## config.mk

```make
export PLATFORM = sky130hd
export DESIGN_NAME = esd_host_agent_flat
export DESIGN_NICKNAME = d
export VERILOG_FILES = /design/src/rtl/esd_host_agent_pkg.sv /design/src/rtl/esd_host_agent_if.sv /design/src/rtl/esd_host_agent_sync2.sv /design/src/rtl/esd_host_agent.sv /design/src/flat_wrapper.sv
export SDC_FILE = /design/constraint.sdc
export NUM_CORES = 1
export LEC_CHECK = 0
export ABC_CLOCK_PERIOD_IN_PS = 5500
export CORE_MARGIN = 5
export CORE_UTILIZATION = 39
export CTS_CLUSTER_DIAMETER = 50
export DETAILED_ROUTE_END_ITERATION = 16
export GPL_TIMING_DRIVEN = 0
export PLACE_DENSITY = 0.58
export SYNTH_ARGS = -nofsm -noshare
export SYNTH_HDL_FRONTEND = slang
export SYNTH_SLANG_ARGS = --single-unit
```

## constraint.sdc

```tcl
create_clock -name clk -period 5.5 [get_ports clk]
set_input_delay 1.1 -clock clk [delete_from_list [all_inputs] [get_ports clk]]
set_output_delay 1.1 -clock clk [all_outputs]
set_load 0.05 [all_outputs]
```

## src/rtl/esd_host_agent_pkg.sv

```systemverilog
// Shared definitions for the emergency-shutdown host agent and the controller's debug view.
// Holds the agent state encoding and the state_o width.
package esd_pkg;

    localparam int STATE_W = 3;

    typedef enum logic [STATE_W-1:0] {
        ST_IDLE    = 3'd0,
        ST_RUN     = 3'd1,
        ST_TRIPPED = 3'd2,
        ST_SETTLE  = 3'd3,
        ST_ACK     = 3'd4,
        ST_VERIFY  = 3'd5,
        ST_LOCKOUT = 3'd6
    } agent_state_e;

    function automatic int max3(input int a, input int b, input int c);
        int m;
        m = (a > b) ? a : b;
        return (m > c) ? m : c;
    endfunction

endpackage

```

## src/rtl/esd_host_agent_if.sv

```systemverilog
// Signal bundle between the host agent (master) and its host/controller side (slave).
interface esd_host_agent_if;
    import esd_pkg::*;

    logic               enable_i;
    logic               fault_i;
    logic               shutdown_i;
    logic               estop_clear_i;
    logic               wdg_kick_o;
    logic               ack_n_o;
    logic               lockout_o;
    logic [STATE_W-1:0] state_o;

    modport master (
        input  enable_i, fault_i, shutdown_i, estop_clear_i,
        output wdg_kick_o, ack_n_o, lockout_o, state_o
    );

    modport slave (
        output enable_i, fault_i, shutdown_i, estop_clear_i,
        input  wdg_kick_o, ack_n_o, lockout_o, state_o
    );

endinterface

```

## src/rtl/esd_host_agent_sync2.sv

```systemverilog
// Generic two-flop synchronizer for a single asynchronous level input.
module esd_sync2 #(
    parameter logic RST_VAL = 1'b0
) (
    input  logic clk,
    input  logic rst_n,
    input  logic d,
    output logic q
);

    logic meta_reg;
    logic sync_reg;

    always_ff @(posedge clk or negedge rst_n) begin
        if (!rst_n) begin
            meta_reg <= RST_VAL;
            sync_reg <= RST_VAL;
        end else begin
            meta_reg <= d;
            sync_reg <= meta_reg;
        end
    end

    assign q = sync_reg;

endmodule

```

## src/rtl/esd_host_agent.sv

```systemverilog
// Host agent for the emergency-shutdown controller: periodic watchdog kick plus the
// post-trip recovery handshake (settle, ack pulse, verify) with bounded retries.
module esd_host_agent
    import esd_pkg::*;
#(
    parameter int KICK_PERIOD    = 1000,
    parameter int KICK_WIDTH     = 4,
    parameter int SETTLE_CYCLES  = 256,
    parameter int ACK_WIDTH      = 16,
    parameter int VERIFY_TIMEOUT = 1024,
    parameter int MAX_ACK_TRIES  = 3
) (
    input logic               clk,
    input logic               rst_n,
    esd_host_agent_if.master  bus
);

    localparam int WIN_W   = $clog2(KICK_PERIOD);
    localparam int PH_W    = $clog2(max3(SETTLE_CYCLES, ACK_WIDTH, VERIFY_TIMEOUT)) + 1;
    localparam int RETRY_W = $clog2(MAX_ACK_TRIES) + 1;

    localparam logic [WIN_W-1:0]   WIN_LAST    = WIN_W'(KICK_PERIOD - 1);
    localparam logic [WIN_W-1:0]   KICK_LIMIT  = WIN_W'(KICK_WIDTH);
    localparam logic [PH_W-1:0]    SETTLE_LAST = PH_W'(SETTLE_CYCLES - 1);
    localparam logic [PH_W-1:0]    ACK_LAST    = PH_W'(ACK_WIDTH - 1);
    localparam logic [PH_W-1:0]    VERIFY_LAST = PH_W'(VERIFY_TIMEOUT - 1);
    localparam logic [RETRY_W-1:0] RETRY_MAX   = RETRY_W'(MAX_ACK_TRIES);

    logic shut_s;
    logic clr_s;

    esd_sync2 #(.RST_VAL(1'b0)) u_sync_shut (
        .clk   (clk),
        .rst_n (rst_n),
        .d     (bus.shutdown_i),
        .q     (shut_s)
    );

    esd_sync2 #(.RST_VAL(1'b0)) u_sync_clr (
        .clk   (clk),
        .rst_n (rst_n),
        .d     (bus.estop_clear_i),
        .q     (clr_s)
    );

    agent_state_e       state_reg;
    logic [WIN_W-1:0]   win_reg;
    logic [PH_W-1:0]    phase_reg;
    logic [RETRY_W-1:0] retry_reg;
    logic               kick_reg;
    logic               ack_n_reg;
    logic               lockout_reg;

    logic [WIN_W-1:0]   win_next;
    logic [RETRY_W-1:0] retry_next;

    // win_reg is the window position of the cycle currently on the outputs.
    assign win_next   = (win_reg == WIN_LAST) ? '0 : win_reg + 1'b1;
    assign retry_next = retry_reg + 1'b1;

    always_ff @(posedge clk or negedge rst_n) begin
        if (!rst_n) begin
            state_reg   <= ST_IDLE;
            win_reg     <= '0;
            phase_reg   <= '0;
            retry_reg   <= '0;
            kick_reg    <= 1'b0;
            ack_n_reg   <= 1'b1;
            lockout_reg <= 1'b0;
        end else if (!bus.enable_i) begin
            state_reg   <= ST_IDLE;
            win_reg     <= '0;
            phase_reg   <= '0;
            retry_reg   <= '0;
            kick_reg    <= 1'b0;
            ack_n_reg   <= 1'b1;
            lockout_reg <= 1'b0;
        end else begin
            case (state_reg)
                ST_IDLE: begin
                    state_reg <= ST_RUN;
                    win_reg   <= '0;
                    kick_reg  <= !bus.fault_i;
                end
                ST_RUN: begin
                    if (shut_s) begin
                        state_reg <= ST_TRIPPED;
                        kick_reg  <= 1'b0;
                    end else begin
                        win_reg  <= win_next;
                        kick_reg <= (win_next < KICK_LIMIT) && !bus.fault_i;
                    end
                end
                ST_TRIPPED: begin
                    if (clr_s && !bus.fault_i) begin
                        state_reg <= ST_SETTLE;
                        phase_reg <= '0;
                    end
                end
                ST_SETTLE: begin
                    // Losing the clear or a host fault restarts the whole settle.
                    if (!clr_s || bus.fault_i) begin
                        state_reg <= ST_TRIPPED;
                        phase_reg <= '0;
                    end else if (phase_reg == SETTLE_LAST) begin
                        state_reg <= ST_ACK;
                        phase_reg <= '0;
                        ack_n_reg <= 1'b0;
                    end else begin
                        phase_reg <= phase_reg + 1'b1;
                    end
                end
                ST_ACK: begin
                    if (phase_reg == ACK_LAST) begin
                        state_reg <= ST_VERIFY;
                        phase_reg <= '0;
                        ack_n_reg <= 1'b1;
                        win_reg   <= '0;
                        kick_reg  <= !bus.fault_i;
                    end else begin
                        phase_reg <= phase_reg + 1'b1;
                    end
                end
                ST_VERIFY: begin
                    if (!shut_s) begin
                        state_reg <= ST_RUN;
                        phase_reg <= '0;
                        retry_reg <= '0;
                        win_reg   <= '0;
                        kick_reg  <= !bus.fault_i;
                    end else if (phase_reg == VERIFY_LAST) begin
                        phase_reg <= '0;
                        win_reg   <= '0;
                        kick_reg  <= 1'b0;
                        retry_reg <= retry_next;
                        if (retry_next == RETRY_MAX) begin
                            state_reg   <= ST_LOCKOUT;
                            lockout_reg <= 1'b1;
                        end else begin
                            state_reg <= ST_SETTLE;
                        end
                    end else begin
                        phase_reg <= phase_reg + 1'b1;
                        win_reg   <= win_next;
                        kick_reg  <= (win_next < KICK_LIMIT) && !bus.fault_i;
                    end
                end
                ST_LOCKOUT: begin
                    state_reg <= ST_LOCKOUT;
                end
                default: begin
                    state_reg <= ST_IDLE;
                end
            endcase
        end
    end

    assign bus.state_o    = state_reg;
    assign bus.wdg_kick_o = kick_reg;
    assign bus.ack_n_o    = ack_n_reg;
    assign bus.lockout_o  = lockout_reg;

endmodule

```

## src/flat_wrapper.sv

```systemverilog
// flat-port wrapper written by rule: the top's interface ports become plain ports
module esd_host_agent_flat import esd_pkg::*;
#(
    parameter int KICK_PERIOD    = 1000,
    parameter int KICK_WIDTH     = 4,
    parameter int SETTLE_CYCLES  = 256,
    parameter int ACK_WIDTH      = 16,
    parameter int VERIFY_TIMEOUT = 1024,
    parameter int MAX_ACK_TRIES  = 3
)
  (clk, rst_n, bus_enable_i, bus_fault_i, bus_shutdown_i, bus_estop_clear_i, bus_wdg_kick_o, bus_ack_n_o, bus_lockout_o, bus_state_o);
  esd_host_agent_if bus_i ();
  input logic clk;
  input logic rst_n;
  input wire logic [$bits(bus_i.enable_i)-1:0] bus_enable_i;
  input wire logic [$bits(bus_i.fault_i)-1:0] bus_fault_i;
  input wire logic [$bits(bus_i.shutdown_i)-1:0] bus_shutdown_i;
  input wire logic [$bits(bus_i.estop_clear_i)-1:0] bus_estop_clear_i;
  output wire logic [$bits(bus_i.wdg_kick_o)-1:0] bus_wdg_kick_o;
  output wire logic [$bits(bus_i.ack_n_o)-1:0] bus_ack_n_o;
  output wire logic [$bits(bus_i.lockout_o)-1:0] bus_lockout_o;
  output wire logic [$bits(bus_i.state_o)-1:0] bus_state_o;
  assign bus_i.enable_i = bus_enable_i;
  assign bus_i.fault_i = bus_fault_i;
  assign bus_i.shutdown_i = bus_shutdown_i;
  assign bus_i.estop_clear_i = bus_estop_clear_i;
  assign bus_wdg_kick_o = bus_i.wdg_kick_o;
  assign bus_ack_n_o = bus_i.ack_n_o;
  assign bus_lockout_o = bus_i.lockout_o;
  assign bus_state_o = bus_i.state_o;
  esd_host_agent #(.KICK_PERIOD(KICK_PERIOD), .KICK_WIDTH(KICK_WIDTH), .SETTLE_CYCLES(SETTLE_CYCLES), .ACK_WIDTH(ACK_WIDTH), .VERIFY_TIMEOUT(VERIFY_TIMEOUT), .MAX_ACK_TRIES(MAX_ACK_TRIES)) u_core (.clk(clk), .rst_n(rst_n), .bus(bus_i));
endmodule
```

==> impl_results.md <==
* Largest net degree at the start of global routing at 35
* Hold-fix buffers, CTS at 0
* Setup-failing EPs final at 0
* Max reg flops at 11
* Total core area at 5540 µm²
* Net Count, Synth at 264
* CP delay by family, top: buffers and inverters
* Count leader, synth: dfrtp_1
* Proportion of layout cells with a drive suffix above 1 at 0.0809
* Vias in the first global route at 1,847
* Number of flops mapped to enable cells by yosys at 0
* Setup bufs post-CTS at 0
* Slew headroom at 0.477
* CP Cell Sequence: clkdlybuf4s50_1
* Syn Area/Cell at 8.77 µm²
* Most frequent cells after synthesis: dfrtp_1, nand2_1, nand3_1, nor2_1, o21ai_0
* Async set or reset register ratio after synthesis at 1.00
* Clk Latency, worst-skew pair at 0.28 ns
* RePlAce Congestion at 0.869
* P_leak at 1.04 nW
* Setup TNS at 0 ns
* Post-Syn Area at 2230 µm²
* Worst Path Max Fanout at 6
* CTS tree: yes
* Final Cell Area at 2500 µm²
* Antenna Nets Post-Route at 0
* Hold path cells at 0
* Achievable Freq at 367 MHz
* Post-synthesis cell count at 254
* Initial antenna violation count at 0
* Ant. Diodes at 0
* DIE WIDTH at 85.6 µm
* Status: finished, final reports clean
* Synth warn at 0
* Post-synth top flop: dfrtp_1
* Tcrit/Tclk final at 0.496
* Row count at 27
* Layout area overhead at 12.4%
* FF-to-FF path depth at 7
* RSZ-0062 raised after global routing: no
* CP bufs+invs at 1
* Tot GR Track Use at 0.154
* Post-CTS sizing at 0
* Final Skew at 0.00981 ns
* Grt ovf at 0
* WP data arrival at 1.63 ns
* Wirelength per Cell at 15.3 µm
* H-tree Lvls at 2
* Maximum clock path buffer count at 2
* Initial DRC Count at 111
* Worst slew pin tran at 0.784 ns
* Vias/cell at 5.75
* Critical Path Start Type: register
* Sequential fraction of the synthesis area at 0.382
* Worst Hold Class: reg2reg
* PD cells at 210 nW/µm²
* Top cells by area, synth: dfrtp_1, nand3_1, nand2_1
* Clk root buf: clkbuf_8
* Endpoint, Worst Hold: u_core.u_sync_clr.q
* Register-to-register setup slack at 3.20 ns
* CTS sink cnt at 34
* Post-synth top area share at 0.371
* Placed instance area at 2410 µm²
* Port bufs at 10
* Hold path start: u_core.u_sync_clr.meta_reg
* Final-stage net count at 281
* CP Data Required Time at 4.40 ns
* Slowest CP cell: clkdlybuf4s50_1
* R2r endpoint: u_core.win_reg[4]
* Via count at 1,977
* First-pass GRT wire length at 9.04 mm
* Critical path class: reg2out
* Post-route DRC violation count at 0
* Detail Placement HPWL at 3.76 mm
* Die Height at 85.6 µm
* Max_cap viols at 0
* Synthesized flop and latch total at 34
* Clock slew at reported path FFs at 0.07 ns
* Max stage delay on crit path at 0.86 ns
* Worst vdd ir at 0.167 mV
* Min Tclk post-route at 2.73 ns
* Routed wire length at 5.25 mm
* TritonCTS buffer count at 5
* Final hold slack at 0.351 ns
* Final Max Slew Viols at 0
* Yosys top cell by area: dfrtp_1
* Initial core utilization at 0.402
* Final hold vios at 0
* Total Power at 0.526 mW
* R2R Path Start: u_core.phase_reg[0]
* IO Count at 12
* Die area at 7330 µm²
* CP endpoint kind: output port
* DRT Pass-1 Iters at 4
* Number of fill cells at 577
* Synth unique cells at 59
==> where the power goes <==
group	internal (mW)	leakage, nW	switching [mW]
Sequential	0.255	0.459	0.00586
Combinational	0.0249	0.530	0.0456
Clock	0.101	0.0482	0.0933
==> worst max path at each step <==
stage | from | end | slack (ns) | cells past startpoint
final | u_core.bus.state_o[0] | bus_state_o[0] | 2.77 | 1
after global routing | u_core.bus.state_o[0] | bus_state_o[0] | 2.70 | 1
after detailed placement | bus_fault_i | u_core.phase_reg[3] | 2.54 | 7
after floorplan | bus_enable_i | u_core.phase_reg[10] | 3.10 | 5
after CTS | u_core.bus.ack_n_o | bus_ack_n_o | 2.77 | 1
after global placement | rst_n | u_core.retry_reg[0] | 2.50 | 1
==> layout make-up <==
class	instances	area [µm²]	share of cell area
Inverter	10	37.5	0.0150
Multi-Input combinational cell	196	1280	0.510
Clock inverter	1	5.00	0.00200
Clock buffer	7	86.3	0.0345
Sequential cell	34	852	0.340
Tap cell	72	90.1	0.0360
Buffer	14	61.3	0.0245
Timing Repair Buffer	10	95.1	0.0380
==> cell families (layout without fill, tap and decap cells) <==
family	Yosys count	in the layout	synth area share
fa+ha+maj	4	4	0.0225
xor+xnor	5	5	0.0197
mux	6	6	0.0275
flops	34	34	0.382
buf+inv	24	42	0.0444
simple gates	100	100	0.239
compound gates	81	81	0.265
==> stage by stage <==
step | std cells | worst slack (ns) | util
after global placement | 336 | 2.50 | 0.437
after CTS | 344 | 2.77 | 0.452
final | 344 | 2.77 | 0.452
after floorplan | 254 | 3.10 | -
after global routing | 344 | 2.70 | 0.452
after detailed placement | 336 | 2.54 | 0.436
==> layer usage <==
| layer | wire length (µm) | up-vias | GRT usage |
|---|---|---|---|
| met5 | 0 | - | 0 |
| met4 | 77 | 0 | 0.0489 |
| met3 | 194 | 6 | 0.0355 |
| met2 | 2470 | 37 | 0.248 |
| met1 | 2510 | 949 | 0.204 |
| li1 | - | 985 | - |
==> placed cells by master (no fill, tap or decap), types with 2 or more instances in the layout <==
master,instances
a22o_1,6
nand2_1,23
o2111ai_1,3
buf_2,5
o31a_1,2
a21oi_1,13
ha_1,4
nor3_1,7
a211oi_1,3
a21o_1,6
nand2b_1,3
inv_1,10
mux2i_1,5
clkbuf_8,6
o21ai_0,15
a311oi_1,3
or3_1,2
nand4_1,2
clkdlybuf4s50_1,9
a2bb2oi_1,2
o211ai_1,6
nor2b_1,12
nand3_1,18
nand3b_1,2
nor4_1,2
and2_1,2
and3_1,5
clkbuf_1,9
dfrtp_1,33
o31ai_1,4
nor2_1,15
a31oi_1,2
xnor2_1,4
Note: power is estimated with default switching activity, not from simulation.
==> patch, RTL diff (same settings) <==
`RST_VAL` is set to 1'b0 in 3 places; all go to 1'b1.
--- a/src/rtl/esd_host_agent_sync2.sv
+++ b/src/rtl/esd_host_agent_sync2.sv
@@ -1,5 +1,5 @@
 // Generic two-flop synchronizer for a single asynchronous level input.
 module esd_sync2 #(
-    parameter logic RST_VAL = 1'b0
+    parameter logic RST_VAL = 1'b1
 ) (
     input  logic clk,
--- a/src/rtl/esd_host_agent.sv
+++ b/src/rtl/esd_host_agent.sv
@@ -30,5 +30,5 @@
     logic clr_s;
 
-    esd_sync2 #(.RST_VAL(1'b0)) u_sync_shut (
+    esd_sync2 #(.RST_VAL(1'b1)) u_sync_shut (
         .clk   (clk),
         .rst_n (rst_n),
@@ -37,5 +37,5 @@
     );
 
-    esd_sync2 #(.RST_VAL(1'b0)) u_sync_clr (
+    esd_sync2 #(.RST_VAL(1'b1)) u_sync_clr (
         .clk   (clk),
         .rst_n (rst_n),
Check against the original RTL: not equivalent (a bounded check fails within 4 cycles, from zero or initial values and one cycle with rst_n low).
==> patch against the original RTL <==
- worst setup slack worse by 0.0015 ns
- clock skew fell by 0.0036 ns
- design area up 0.20%
- global-route usage decreased by 0.68 points
- sequential power about the same
- sequential cell count unchanged
- area after synthesis grew 0.22%
- count of clock-buffer cells in the layout unchanged
- routed wire length shrank 2.3%
- total power about the same
- non-clock buffer count unchanged
- critical path depth did not move
==> patch: results <==
[global_route]
grt_max_degree = 35
grt_pass1_wl_mm = 8.74
antenna_found_initial = 0
grt_use_total = 0.147
grt_pass1_vias = 1833

[logic_synthesis]
synthDistinctLibCells = 59
synthTopCellsByArea = dfrtp_1 (32%), dfstp_2 (5.9%), nand3_1 (4.0%)
synthesis.yosys.warnings = 0
synth_common_cells = dfrtp_1 (29), nand2_1 (23), nand3_1 (18)
synth-seq-area-share = 0.384

[placement]
dpl-instance-area_um2 = 2420
place_congestion = 0.883
pre_cts_slack_ns = 2.54
hpwl_mm = 3.72
port_buffers = 10

[detailed_routing]
via_per_inst = 5.70
drtIter0Drc = 107
wl_per_cell_um = 14.9

[clock_tree]
postCtsSetupBuffers = 0
insertion_delay_ns = 0.29

[cells_and_area]
n_antenna_cell = 0
nFillCells = 560
drive_gt1_frac = 0.0956
largest_reg_flops = 11

[status]
status = completed

[setup_path]
crit_family = buffers and inverters
cpPeakStageDelay_ns = 0.85

[timing]
fin_skew_ns = 0.00625
finalSetupViolations = 0
worstMarginPinSlew_ns = 0.845

[pwr]
p_leak_nw = 1.03
swShare = 0.273
peakVddDrop_uv = 137
-- patch: changes by cell type in the layout (fill, tap and decap cells not counted) --
cell and delta:
dfrtp_1 -4, dfstp_2 +4
-- patch: power groups by stage --
stage                     clock, mW  combinational (mW)  sequential [mW]
after floorplan                   0              0.0383            0.274
after global placement            0              0.0710            0.267
after detailed placement          0              0.0706            0.267
after CTS                     0.200              0.0711            0.262
after global routing          0.210              0.0777            0.263
final                         0.193              0.0702            0.262
-- patch: kinds of logic (layout without fill, tap and decap cells) --
logic type	Yosys count	in the layout	share of synthesized area
AND/OR/NAND/NOR	100	100	0.238
XOR/XNOR	5	5	0.0196
flip-flops	34	34	0.384
multiplexers	6	6	0.0275
adder cells (fa/ha/maj)	4	4	0.0224
AO/OA/AOI/OAI	81	81	0.264
buffers and inverters	24	42	0.0443
-- patch: area by class of cell --
| type | count | area [um2] | area share |
|---|---|---|---|
| tap | 72 | 90.1 | 0.0359 |
| clock inverter | 1 | 5.00 | 0.00199 |
| inverter | 10 | 37.5 | 0.0150 |
| multi-input combinational | 196 | 1280 | 0.509 |
| buffer | 14 | 61.3 | 0.0244 |
| sequential | 34 | 857 | 0.341 |
| clock buffer | 7 | 86.3 | 0.0344 |
| timing repair buffer | 10 | 95.1 | 0.0379 |
-- patch: path summary, 6_finish.rpt --
| path | startpoint | endpoint | slack, ns | cells after the start |
|---|---|---|---|---|
| worst max-delay path | u_core.bus.state_o[0]$_DFFE_PN0P_ | bus_state_o[0] | 2.77 | 1 |
| worst min-delay path | u_core.u_sync_clr.meta_reg$_DFF_PN1_ | u_core.u_sync_clr.q$_DFF_PN1_ | 0.35 | 0 |
| worst max register to register | u_core.u_sync_shut.q$_DFF_PN1_ | u_core.win_reg[5]$_DFFE_PN0P_ | 3.16 | 5 |
| worst min register to register | u_core.u_sync_clr.meta_reg$_DFF_PN1_ | u_core.u_sync_clr.q$_DFF_PN1_ | 0.35 | 0 |
| max in group asynchronous | rst_n | u_core.phase_reg[10]$_DFFE_PN0P_ | 4.12 | 1 |
| min in group asynchronous | rst_n | u_core.win_reg[3]$_DFFE_PN0P_ | 0.89 | 1 |
-- patch: stage by stage --
stage	utilization	std cells	total power [mW]
floorplan	-	254	0.313
global placement	0.437	336	0.338
detailed placement	0.437	336	0.338
CTS	0.453	344	0.533
global route	0.453	344	0.551
finish	0.453	344	0.525
-- patch: per-layer routing --
layer / vias to the layer above / GRT usage / share of wire
met5: - / 0 / 0
met4: 0 / 0.0432 / 0.012
met3: 7 / 0.0288 / 0.035
met2: 33 / 0.246 / 0.47
met1: 944 / 0.192 / 0.49
li1: 976 / - / -
